===== src/rtl/imem_boot_loader.sv =====
// Instruction-memory boot loader: parses a counted, checksummed byte stream,
// writes big-endian words to consecutive addresses and holds the CPU until a clean load.
module imem_boot_loader #(
    parameter int ADDR_WIDTH     = 8,
    parameter int TIMEOUT_CYCLES = 50000
) (
    input  logic                  clk,
    input  logic                  reset,
    input  logic                  load_req,
    input  logic                  rx_valid,
    input  logic [7:0]            rx_data,
    output logic                  rx_ready,
    output logic                  mem_we,
    output logic [ADDR_WIDTH-1:0] mem_waddr,
    output logic [31:0]           mem_wdata,
    output logic                  cpu_hold,
    output logic                  load_done,
    output logic                  load_error,
    output logic [ADDR_WIDTH:0]   words_loaded
);

    localparam int          TW    = $clog2(TIMEOUT_CYCLES + 1);
    localparam logic [16:0] DEPTH = 17'(2 ** ADDR_WIDTH);

    typedef enum logic [2:0] {
        IDLE    = 3'd0,
        HDR_HI  = 3'd1,
        HDR_LO  = 3'd2,
        PAYLOAD = 3'd3,
        WRITE   = 3'd4,
        CHECK   = 3'd5,
        DONE    = 3'd6
    } state_t;

    state_t                state_r;
    logic [7:0]            cnt_hi_r;
    logic [ADDR_WIDTH:0]   n_r;
    logic [23:0]           asm_r;
    logic [1:0]            byte_cnt_r;
    logic [7:0]            xor_r;
    logic [TW-1:0]         timer_r;

    logic                  byte_s;
    logic                  counting_s;
    logic                  timeout_s;
    logic [15:0]           hdr_n_s;
    logic [ADDR_WIDTH:0]   words_next_s;

    // A session may carry between 1 and DEPTH words; anything else is rejected up front.
    function automatic logic count_ok(input logic [15:0] n);
        return (n != 16'd0) && ({1'b0, n} <= DEPTH);
    endfunction

    assign byte_s       = rx_valid & rx_ready;
    assign counting_s   = (state_r == HDR_HI) || (state_r == HDR_LO) ||
                          (state_r == PAYLOAD) || (state_r == CHECK);
    assign timeout_s    = (timer_r == TW'(TIMEOUT_CYCLES - 1));
    assign hdr_n_s      = {cnt_hi_r, rx_data};
    assign words_next_s = words_loaded + (ADDR_WIDTH + 1)'(1);

    // Loader FSM with all outputs registered; rx_ready is decided one cycle ahead.
    always_ff @(posedge clk or negedge reset) begin
        if (!reset) begin
            state_r      <= IDLE;
            cnt_hi_r     <= 8'd0;
            n_r          <= '0;
            asm_r        <= 24'd0;
            byte_cnt_r   <= 2'd0;
            xor_r        <= 8'd0;
            timer_r      <= '0;
            rx_ready     <= 1'b0;
            mem_we       <= 1'b0;
            mem_waddr    <= '0;
            mem_wdata    <= 32'd0;
            cpu_hold     <= 1'b1;
            load_done    <= 1'b0;
            load_error   <= 1'b0;
            words_loaded <= '0;
        end else begin
            mem_we    <= 1'b0;
            load_done <= 1'b0;
            if (counting_s) begin
                timer_r <= byte_s ? '0 : timer_r + TW'(1);
            end
            case (state_r)
                IDLE: begin
                    if (load_req) begin
                        state_r      <= HDR_HI;
                        rx_ready     <= 1'b1;
                        cpu_hold     <= 1'b1;
                        load_error   <= 1'b0;
                        words_loaded <= '0;
                        byte_cnt_r   <= 2'd0;
                        xor_r        <= 8'd0;
                        timer_r      <= '0;
                    end
                end
                HDR_HI: begin
                    if (byte_s) begin
                        cnt_hi_r <= rx_data;
                        state_r  <= HDR_LO;
                    end
                end
                HDR_LO: begin
                    if (byte_s) begin
                        if (count_ok(hdr_n_s)) begin
                            n_r     <= hdr_n_s[ADDR_WIDTH:0];
                            state_r <= PAYLOAD;
                        end else begin
                            state_r    <= IDLE;
                            rx_ready   <= 1'b0;
                            load_error <= 1'b1;
                        end
                    end
                end
                PAYLOAD: begin
                    if (byte_s) begin
                        asm_r      <= {asm_r[15:0], rx_data};
                        xor_r      <= xor_r ^ rx_data;
                        byte_cnt_r <= byte_cnt_r + 2'd1;
                        if (byte_cnt_r == 2'd3) begin
                            state_r   <= WRITE;
                            rx_ready  <= 1'b0;
                            mem_we    <= 1'b1;
                            mem_waddr <= words_loaded[ADDR_WIDTH-1:0];
                            mem_wdata <= {asm_r, rx_data};
                        end
                    end
                end
                WRITE: begin
                    words_loaded <= words_next_s;
                    rx_ready     <= 1'b1;
                    state_r      <= (words_next_s == n_r) ? CHECK : PAYLOAD;
                end
                CHECK: begin
                    if (byte_s) begin
                        rx_ready <= 1'b0;
                        if (rx_data == xor_r) begin
                            state_r   <= DONE;
                            load_done <= 1'b1;
                        end else begin
                            state_r    <= IDLE;
                            load_error <= 1'b1;
                        end
                    end
                end
                DONE: begin
                    cpu_hold <= 1'b0;
                    state_r  <= IDLE;
                end
                default: begin
                    state_r  <= IDLE;
                    rx_ready <= 1'b0;
                end
            endcase
            // A stalled source aborts the session; this overrides any transition above.
            if (counting_s && !byte_s && timeout_s) begin
                state_r    <= IDLE;
                rx_ready   <= 1'b0;
                load_error <= 1'b1;
            end
        end
    end

endmodule


===== config.mk =====
export PLATFORM = sky130hd
export DESIGN_NAME = imem_boot_loader
export DESIGN_NICKNAME = d
export VERILOG_FILES = /design/src/rtl/imem_boot_loader.sv
export SDC_FILE = /design/constraint.sdc
export NUM_CORES = 1
export LEC_CHECK = 0
export ABC_AREA = 1
export CAP_MARGIN = 20
export CORE_AREA = 2 2 109 111
export DETAILED_ROUTE_END_ITERATION = 10
export DIE_AREA = 0 0 111 113
export MAX_ROUTING_LAYER = met4
export PLACE_DENSITY = 0.75
export SLEW_MARGIN = 25
export SYNTH_ARGS = -nofsm -noshare
export SYNTH_HDL_FRONTEND = slang
export SYNTH_SLANG_ARGS = --single-unit

===== constraint.sdc =====
create_clock -name clk -period 1.5 [get_ports clk]
set_input_delay 0.3 -clock clk [delete_from_list [all_inputs] [get_ports clk]]
set_output_delay 0.3 -clock clk [all_outputs]
set_load 0.005 [all_outputs]

==> results.py, run 1 <==
metrics = {
    "final_layout": {
        "syn_to_final_growth_pct": 67.9,
        "multiInputGateArea_um2": 3090,
        "seq_area_um2": 3110,
        "post-route-cell-area_um2": 9390,
        "layout-drive-gt1-share": 0.444,
        "final_util": 0.833,
        "final_nets": 900,
        "stdcell_count": 1041,
        "antenna_cells": 0,
        "fill_cells": 491,
    },
    "clock_network": {
        "cts_made_buffers": 17,
        "clock_latency_ns": 0.43,
        "path_clk_slew_ns": 0.06,
        "htree_levels": 4,
        "numClockSinks": 124,
        "cts_tree": "built",
        "clockRootBuffer": "clkbuf_16",
        "cts_buffer_depth": 2,
    },
    "route": {
        "wl_mm": 24.1,
        "dr.pass1.iters": 5,
        "ant_nets": 0,
        "route.detailed.drc": 0,
        "drtIter0Drc": 777,
        "wire_per_inst_um": 23.1,
        "vias": 6419,
        "vias_per_cell": 6.17,
    },
    "synthesis": {
        "synth_cell_types": 36,
        "synth.area.top_cells": "dfrtp_1 55%, nand2_1 13%, o21ai_0 8.6%, inv_1 5.0%, nand3_1 3.0%",
        "ys_ff_latch": 124,
        "syn-instance-count": 671,
        "ys_warn_count": 0,
        "yosysSeqAreaShare": 0.555,
        "yosys.area.top_type": "dfrtp_1",
        "synth_ff_type": "dfrtp_1",
        "synth-edff-count": 0,
        "netlist.area_leader.share": 0.550,
        "syn_area_um2": 5590,
        "syn_nets": 686,
        "synth_area_per_cell_um2": 8.34,
        "synth_async_sr_flop_share": 1.00,
    },
    "placement": {
        "port_buffers": 65,
        "gp_congestion": 0.948,
        "pre_cts_ws_ns": -0.410,
        "postPlaceCellArea_um2": 7080,
        "place_hpwl_mm": 10.2,
        "dp_cells": 945,
    },
    "pwr": {
        "total_power_mw": 8.03,
        "switching_share": 0.222,
        "p_comb_frac": 0.028,
        "power.density_nw_per_um2": 855,
        "power_leakage_nw": 4.81,
        "p_sw_mw": 1.78,
        "p_int_mw": 6.25,
        "seqPwrFrac": 0.417,
        "peakVddDrop_mv": 1.04,
        "power.share.clock": 0.556,
    },
    "setup_path": {
        "path_max_fanout": 5,
        "path_class": "reg2reg",
        "worstPathRequired_ns": 1.82,
        "start_kind": "flip-flop",
        "cp.arrival_ns": 2.34,
        "critPathCaptureType": "flip-flop",
    },
    "timing": {
        "rsz0062_at_grt": "true",
        "clock_skew_ns": 0.0113,
        "timing.hold.ws_ns": 0.353,
        "layout_worst_path_cycle_share": 1.35,
        "setup_tns_ns": -15.67,
        "setup_violations": 116,
        "fin_crit_ns": 2.02,
        "slew_violations": 0,
        "worst-slew-pin-transition_ns": 0.448,
        "layout_setup_ws_ns": -0.519,
        "hold_viol": 0,
        "max_freq_mhz": 495,
        "slew_headroom": 0.701,
    },
    "status": {
        "outcome": "finished, violations left",
        "failed_checks": "setup timing",
    },
    "die": {
        "start_util": 0.496,
        "die_height_um": 113,
        "core_area_um2": 11300,
        "die_w_um": 111,
        "ios": 66,
        "core.rowCount": 39,
        "die-area_um2": 12500,
    },
    "global_route": {
        "antenna_found_initial": 0,
        "grt-ovfl-total": 0,
        "grt_max_degree": 43,
        "grt_pass1_wl_mm": 27.1,
        "grt_pass1_vias": 5777,
        "gr-usage-all-layers": 0.280,
    },
    "flow_run": {
        "maxCapViolations": 0,
    },
    "worst_hold_path": {
        "hold_class": "in2async",
    },
}
-- worst paths after layout --
check	startpoint	end	slack, ns	cells past startpoint
max in group asynchronous	reset	cnt_hi_r[5]	0.53	3
setup / recovery	words_loaded[0]	state_r[1]	-0.52	14
hold reg to reg	mem_waddr[3]	mem_waddr[3]	0.50	2
setup reg to reg	words_loaded[0]	state_r[1]	-0.52	14
hold / removal	reset	asm_r[8]	0.35	2
min in group clk	mem_waddr[3]	mem_waddr[3]	0.50	2
-- cell usage after synthesis, types with 2 or more instances --
master and count:
a211oi_1 2, a21oi_1 12, a22oi_1 5, a31oi_1 2, buf_2 2, clkbuf_1 16, dfrtp_1 123, ha_1 3
inv_1 74, inv_2 4, nand2_1 195, nand3_1 34, nand3_2 2, nand3b_1 2, nand4_1 10, nor2_1 41
nor2_2 4, nor2_4 2, nor3_1 8, nor4_1 2, o21ai_0 96, o21ai_1 4, o21bai_1 2, o22ai_1 6
or2_2 2, xnor2_1 7, xor2_1 2
-- sequential cells by signal, indices dropped and copies added (netlist names), 2 cells and up --
| register | flops |
|---|---|
| byte_cnt_r | 2 |
| n_r | 9 |
| xor_r | 8 |
| words_loaded | 9 |
| timer_r | 16 |
| cnt_hi_r | 8 |
| asm_r | 24 |
| mem_waddr | 8 |
| state_r | 3 |
| mem_wdata | 32 |
-- per-layer routing --
metal | global-route usage | part of all wire | up-vias
met4 | 0.130 | 0.075 | 0
met1 | 0.329 | 0.34 | 3036
met2 | 0.471 | 0.49 | 564
li1 | - | - | 2629
met3 | 0.0541 | 0.095 | 190
met5 | - | 0 | -
-- kinds of logic (layout without fill, tap and decap cells) --
logic type	Yosys count	after routing	synth area share
AO/OA/AOI/OAI	131	131	0.124
AND/OR/NAND/NOR	306	306	0.232
adder cells (fa/ha/maj)	3	3	0.00671
buffers and inverters	98	325	0.0676
flip-flops	124	124	0.555
XOR/XNOR	9	9	0.0141
-- cell type report --
type / count / area share
clock buffer: 21 / 0.0480
clock inverter: 11 / 0.0179
inverter: 79 / 0.0358
multi-input combinational: 449 / 0.330
sequential: 124 / 0.331
tap: 143 / 0.0191
timing repair buffer: 212 / 0.217
timing repair inverter: 2 / 0.00160
-- layout by cell type, fill, tap and decap left out, types with 18 or more instances in the layout --
cell type / synthesis / layout
nand2_1: 195 / 120
nand3_1: 34 / 22
o21ai_1: 4 / 18
dlygate4sd2_1: 0 / 49
buf_4: 0 / 95
dfrtp_1: 123 / 117
nand2_2: 0 / 40
inv_1: 74 / 65
clkbuf_16: 0 / 23
o21ai_2: 1 / 41
o21ai_0: 96 / 40
buf_6: 1 / 34
nand2_4: 0 / 34
nor2_1: 41 / 22
-- power groups by stage --
| stage | Clock, mW | Sequential [mW] | Combinational, mW |
|---|---|---|---|
| 2_1_floorplan | 0 | 3.41 | 0.0212 |
| 3_3_place_gp | 0 | 3.41 | 0.186 |
| 3_5_place_dp | 0 | 3.41 | 0.192 |
| 4_1_cts | 4.30 | 3.35 | 0.197 |
| 5_1_grt | 4.61 | 3.34 | 0.239 |
| 6_report | 4.46 | 3.35 | 0.222 |
-- what timing repair did --
action                                  4_1_cts  5_1_grt
cloned                                        2       12
hold buffers                                  1        0
buffers inserted                             32       24
endpoints found under the setup margin      107      106
pin swaps                                    34       59
gates resized for setup                     148      288
endpoints found under the hold margin        23        0
-- critical path, cell delays in order (launching register included) --
cell and delay, ns:
dfrtp_2 0.42, inv_1 0.08, nor2_1 0.16, buf_4 0.17
nand2_1 0.07, nand2_1 0.10, nand2_1 0.12, nand2_1 0.10
nand2_1 0.07, nor2_2 0.14, nand3_1 0.13, nand2_1 0.11
nand2_1 0.09, nand2_1 0.08, nand2_1 0.06
(Power assumes the default switching activity.)
==> run 2, diff against run 1 <==
--- a/config.mk
+++ b/config.mk
@@ -12,6 +12,7 @@
 export DIE_AREA = 0 0 111 113
 export MAX_ROUTING_LAYER = met4
 export PLACE_DENSITY = 0.75
+export RECOVER_POWER = 25
 export SLEW_MARGIN = 25
 export SYNTH_ARGS = -nofsm -noshare
 export SYNTH_HDL_FRONTEND = slang
==> run 2 against run 1 <==
The run still ends with setup timing left. Die area is the same. Power is essentially flat. Hold slack better by 0.15 ns. Sequential cell count did not move. Combinational power is essentially flat. Design area is 0.12% lower. Clock power barely moved. Global-route usage unchanged. Worst setup slack worse by 0.018 ns. First-iteration DRC count fell by 4.9%. Register-to-register slack lost 0.02 ns. Critical path depth stayed put. Critical endpoint unchanged.
==> results.py, run 2 (synthesis gave the netlist of run 1 again) <==
metrics = {
    "timing": {
        "clock_skew_ns": 0.00947,
        "setup_violations": 114,
        "setup_tns_ns": -15.15,
        "layout_setup_ws_ns": -0.536,
        "worst-slew-pin-transition_ns": 0.841,
        "rsz0062_at_grt": "true",
        "slew_headroom": 0.440,
        "timing.hold.ws_ns": 0.498,
        "hold_viol": 0,
        "fin_crit_ns": 2.04,
        "slew_violations": 0,
        "max_freq_mhz": 491,
        "layout_worst_path_cycle_share": 1.36,
    },
    "pwr": {
        "p_int_mw": 6.24,
        "seqPwrFrac": 0.417,
        "power.density_nw_per_um2": 856,
        "p_comb_frac": 0.027,
        "power.share.clock": 0.556,
        "p_sw_mw": 1.78,
        "switching_share": 0.222,
        "peakVddDrop_mv": 1.03,
        "power_leakage_nw": 4.81,
    },
    "final_layout": {
        "layout-drive-gt1-share": 0.444,
        "final_nets": 900,
        "layout_common_cells": "120 x nand2_1, 117 x dfrtp_1, 94 x buf_4",
        "regMostFlops": "mem_wdata",
        "antenna_cells": 0,
        "largest_reg_flops": 32,
        "final_common_cell": "nand2_1",
        "top_regs": "mem_wdata (32), asm_r (24), timer_r (16)",
        "syn_to_final_growth_pct": 67.7,
    },
    "route": {
        "wl_mm": 24.1,
        "ant_nets": 0,
        "drtIter0Drc": 739,
        "wire_per_inst_um": 23.1,
        "dr.pass1.iters": 8,
        "vias_per_cell": 6.19,
        "route.detailed.drc": 0,
        "vias": 6443,
    },
    "placement": {
        "pre_cts_ws_ns": -0.410,
        "place_hpwl_mm": 10.2,
        "gp_congestion": 0.948,
        "port_buffers": 65,
    },
    "die": {
        "ios": 66,
        "die_w_um": 111,
        "die-area_um2": 12500,
        "core_area_um2": 11300,
        "die_height_um": 113,
        "start_util": 0.496,
        "core.rowCount": 39,
    },
    "global_route": {
        "antenna_found_initial": 0,
        "grt_pass1_wl_mm": 27.1,
        "gr-usage-all-layers": 0.280,
        "grt_max_degree": 43,
        "grt-ovfl-total": 0,
        "grt_pass1_vias": 5777,
    },
    "setup_path": {
        "path_cells": "inv_1, nor2_1, buf_4, nand2_1, nand2_1, nand2_1, nand2_1, nand2_1, nor2_2, nand3_1, nand2_1, nand2_1, nand2_1, nand2_1",
        "critPathCaptureType": "flip-flop",
        "worstPathRequired_ns": 1.81,
        "crit_top_cell": "nand2_1",
        "slowest_stage": "dfrtp_2",
        "cp.arrival_ns": 2.35,
        "crit_path_max_incr_delay_ns": 0.42,
        "path_max_fanout": 5,
        "start_kind": "flip-flop",
        "path_class": "reg2reg",
    },
    "clock_network": {
        "clockRootBuffer": "clkbuf_16",
        "numClockSinks": 124,
        "clock_latency_ns": 0.43,
        "cts_tree": "built",
        "cts_made_buffers": 17,
        "path_clk_slew_ns": 0.06,
        "htree_levels": 4,
        "cts_buffer_depth": 2,
    },
    "flow_run": {
        "maxCapViolations": 0,
    },
    "worst_hold_path": {
        "hold_class": "reg2reg",
    },
    "status": {
        "outcome": "finished, violations left",
        "failed_checks": "setup timing",
    },
}
run 2: cell count changes in the layout (fill, tap and decap cells not counted):
cell,delta
buf_12,-1
buf_4,-1
buf_6,+1
clkbuf_2,+1
run 2: routing by layer:
metal  up-vias  wire, um  GRT usage
met4         0      1780      0.130
met3       201      2310     0.0541
met5         -         0          -
met1      3036      8240      0.329
li1       2624         -          -
met2       582     11800      0.471
run 2: area by class of cell:
cell class / count / area (um^2)
flip-flops and latches: 124 / 3110
multi-input cells: 449 / 3090
repair buffers: 212 / 2020
fillers: 495 / 1890
clock buffers: 21 / 450
inverters: 79 / 337
well taps: 143 / 179
clock inverters: 11 / 168
repair inverters: 2 / 15.0
run 2: metrics by stage:
| step | instances | util | instance area, um^2 | power, mW |
|---|---|---|---|---|
| 2_1_floorplan | 671 | - | 5610 | 3.43 |
| 3_3_place_gp | 945 | 0.628 | 7080 | 3.59 |
| 3_5_place_dp | 945 | 0.628 | 7080 | 3.60 |
| 4_1_cts | 1012 | 0.727 | 8200 | 7.84 |
| 5_1_grt | 1041 | 0.832 | 9380 | 8.19 |
| 6_report | 1041 | 0.832 | 9380 | 8.03 |
run 2: final timing paths:
path | slack [ns] | start | endpoint | depth (start not counted)
setup / recovery | -0.54 | words_loaded[0] | state_r[1] | 14
hold / removal | 0.50 | asm_r[5] | asm_r[13] | 2
setup reg to reg | -0.54 | words_loaded[0] | state_r[1] | 14
hold reg to reg | 0.50 | asm_r[5] | asm_r[13] | 2
max in group asynchronous | 0.19 | reset | timer_r[3] | 3
min in group asynchronous | 0.51 | reset | xor_r[4] | 2
run 2: power groups by stage:
| stage | sequential, mW | combinational, mW | clock (mW) |
|---|---|---|---|
| 2_1_floorplan | 3.41 | 0.0212 | 0 |
| 3_3_place_gp | 3.41 | 0.186 | 0 |
| 3_5_place_dp | 3.41 | 0.192 | 0 |
| 4_1_cts | 3.35 | 0.197 | 4.30 |
| 5_1_grt | 3.34 | 0.235 | 4.61 |
| 6_report | 3.35 | 0.219 | 4.46 |
run 2: repair_timing:
item	CTS	global route
hold buffers	1	0
gates cloned	2	12
pin swaps	34	59
endpoints found under the hold margin	23	0
gates resized for setup	148	288
endpoints found under the setup margin	107	106
buffers inserted	32	24
run 2: critical path, delay by kind of cell (launching register included):
family,cells,cell delay (ns)
buffers and inverters,2,0.25
DFF,1,0.42
and+or+nand+nor,12,1.23
==> run 3, diff against run 2 <==
--- a/config.mk
+++ b/config.mk
@@ -13,6 +13,7 @@
 export MAX_ROUTING_LAYER = met4
 export PLACE_DENSITY = 0.75
 export RECOVER_POWER = 25
+export SETUP_SLACK_MARGIN = 0.05
 export SLEW_MARGIN = 25
 export SYNTH_ARGS = -nofsm -noshare
 export SYNTH_HDL_FRONTEND = slang
==> run 3 against run 2 <==
The flow still finishes with violations (setup timing). Routed wire length shrank 12%. Maximum frequency grew 5.5%. Sequential share of layout area grew 0.44 points. Sequential cell count is the same. Critical path depth grew 1. Hold slack lost 0.081 ns. Largest power group unchanged. Power shrank 7.7%. Non-clock buffer count grew 3. Cell count grew 0.19%.
==> results.py, run 3 (synthesis gave the netlist of run 1 again) <==
metrics = {
    "timing": {
        "layout_setup_ws_ns": -0.430,
        "worst-slew-pin-transition_ns": 0.656,
        "slew_headroom": 0.562,
        "fin_crit_ns": 1.93,
        "max_freq_mhz": 518,
        "setup_violations": 103,
        "layout_worst_path_cycle_share": 1.29,
        "timing.hold.ws_ns": 0.417,
        "hold_viol": 0,
        "clock_skew_ns": 0.0147,
        "rsz0062_at_grt": "true",
        "slew_violations": 0,
    },
    "pwr": {
        "power_leakage_nw": 4.79,
        "peakVddDrop_mv": 0.619,
        "power.density_nw_per_um2": 801,
    },
    "final_layout": {
        "post-route-cell-area_um2": 9250,
        "layout-drive-gt1-share": 0.426,
        "stdcell_count": 1043,
        "antenna_cells": 0,
        "final_common_cell": "dfrtp_1",
        "syn_to_final_growth_pct": 65.3,
        "layout_common_cells": "119 x dfrtp_1, 115 x nand2_1, 103 x buf_4",
        "final_util": 0.820,
        "largest_reg_flops": 32,
        "regMostFlops": "mem_wdata",
        "final_nets": 902,
        "top_regs": "mem_wdata (32), asm_r (24), timer_r (16)",
    },
    "clock_network": {
        "cts_made_buffers": 17,
        "path_clk_slew_ns": 0.07,
        "cts_buffer_depth": 2,
        "clockRootBuffer": "clkbuf_16",
        "numClockSinks": 124,
        "clock_latency_ns": 0.44,
        "cts_tree": "built",
        "htree_levels": 4,
    },
    "setup_path": {
        "critPathBufInv": 1,
        "crit_path_max_incr_delay_ns": 0.37,
        "crit_top_cell": "nand2_1",
        "slowest_stage": "dfrtp_1",
        "path_cells": "buf_4, ha_4, nand2_4, nor2_4, nand2_1, nand2_2, nand2_2, nand2_1, nand2_1, nor2_2, nand3_1, nand2_2, nand2_1, nand2_1, nand2_1",
        "path_max_fanout": 4,
        "start_kind": "flip-flop",
        "cp_top_family": "simple AND/OR/NAND/NOR gates",
        "cp.arrival_ns": 2.25,
        "worstPathRequired_ns": 1.82,
        "path_class": "reg2reg",
        "critPathCaptureType": "flip-flop",
    },
    "route": {
        "wire_per_inst_um": 20.3,
        "vias": 5976,
        "top_layer": "met4",
        "vias_per_cell": 5.73,
        "route.detailed.drc": 0,
        "ant_nets": 0,
        "dr.pass1.iters": 7,
        "drtIter0Drc": 490,
        "wl_mm": 21.1,
        "wl_met3_mm": 1.56,
        "dr_wl_met2_mm": 10.9,
        "wl_met1_mm": 7.64,
    },
    "placement": {
        "gp_congestion": 0.888,
        "postPlaceCellArea_um2": 7130,
        "port_buffers": 65,
        "place_hpwl_mm": 10.0,
        "dp_cells": 948,
    },
    "status": {
        "failed_checks": "setup timing",
        "outcome": "finished, violations left",
    },
    "die": {
        "die_w_um": 111,
        "die-area_um2": 12500,
        "start_util": 0.496,
        "core_area_um2": 11300,
        "ios": 66,
        "die_height_um": 113,
        "core.rowCount": 39,
    },
    "flow_run": {
        "maxCapViolations": 0,
    },
    "global_route": {
        "grt_max_degree": 43,
        "grt-ovfl-total": 0,
        "grt_pass1_vias": 5191,
        "antenna_found_initial": 0,
        "grt_pass1_wl_mm": 24.9,
        "gr-usage-all-layers": 0.257,
    },
    "worst_hold_path": {
        "hold_class": "in2async",
    },
}
==> run 3: worst paths after layout <==
kind | endpoint | slack, ns | depth (start not counted) | start
setup / recovery | state_r[1] | -0.43 | 15 | words_loaded[1]
hold / removal | asm_r[6] | 0.42 | 2 | reset
setup reg to reg | state_r[1] | -0.43 | 15 | words_loaded[1]
hold reg to reg | cpu_hold | 0.46 | 2 | cpu_hold
max in group asynchronous | words_loaded[0] | 0.13 | 3 | reset
min in group clk | cpu_hold | 0.46 | 2 | cpu_hold
==> run 3: repair_timing <==
action | 4_1_cts | 5_1_grt
pin swaps | 11 | 24
endpoints found under the hold margin | 23 | 0
gates resized for setup | 100 | 316
hold buffers | 1 | 0
cloned | 0 | 16
setup endpoints to repair | 148 | 125
setup buffers | 28 | 22
==> run 3: through the flow <==
step                      power (mW)  worst slack (ns)  setup TNS (ns)
after floorplan                 3.43           -0.0827          -0.419
after global placement          3.59            -0.413          -29.79
after detailed placement        3.60            -0.382          -31.70
after CTS                       7.32            -0.206           -2.45
after global routing            7.59            -0.503          -18.59
final                           7.41            -0.430          -10.29
==> run 3: metal layers <==
layer,track usage,vias to the layer above
met5,-,-
met2,0.428,349
met4,0.0833,0
met1,0.315,2904
li1,-,2624
met3,0.0568,99
==> run 3: cell type report <==
type / instances / area, um^2
clock buffers: 19 / 453
clock inverters: 13 / 92.6
fillers: 565 / 2020
inverters: 79 / 325
multi-input cells: 449 / 2980
flip-flops and latches: 124 / 3110
well taps: 143 / 179
repair buffers: 215 / 2100
repair inverters: 1 / 8.76
==> run 3: power breakdown <==
part / leakage, nW / switching (mW) / internal (mW)
registers: 1.50 / 0 / 3.35
clock network: 0.258 / 1.66 / 2.20
logic: 3.03 / 0.131 / 0.0771
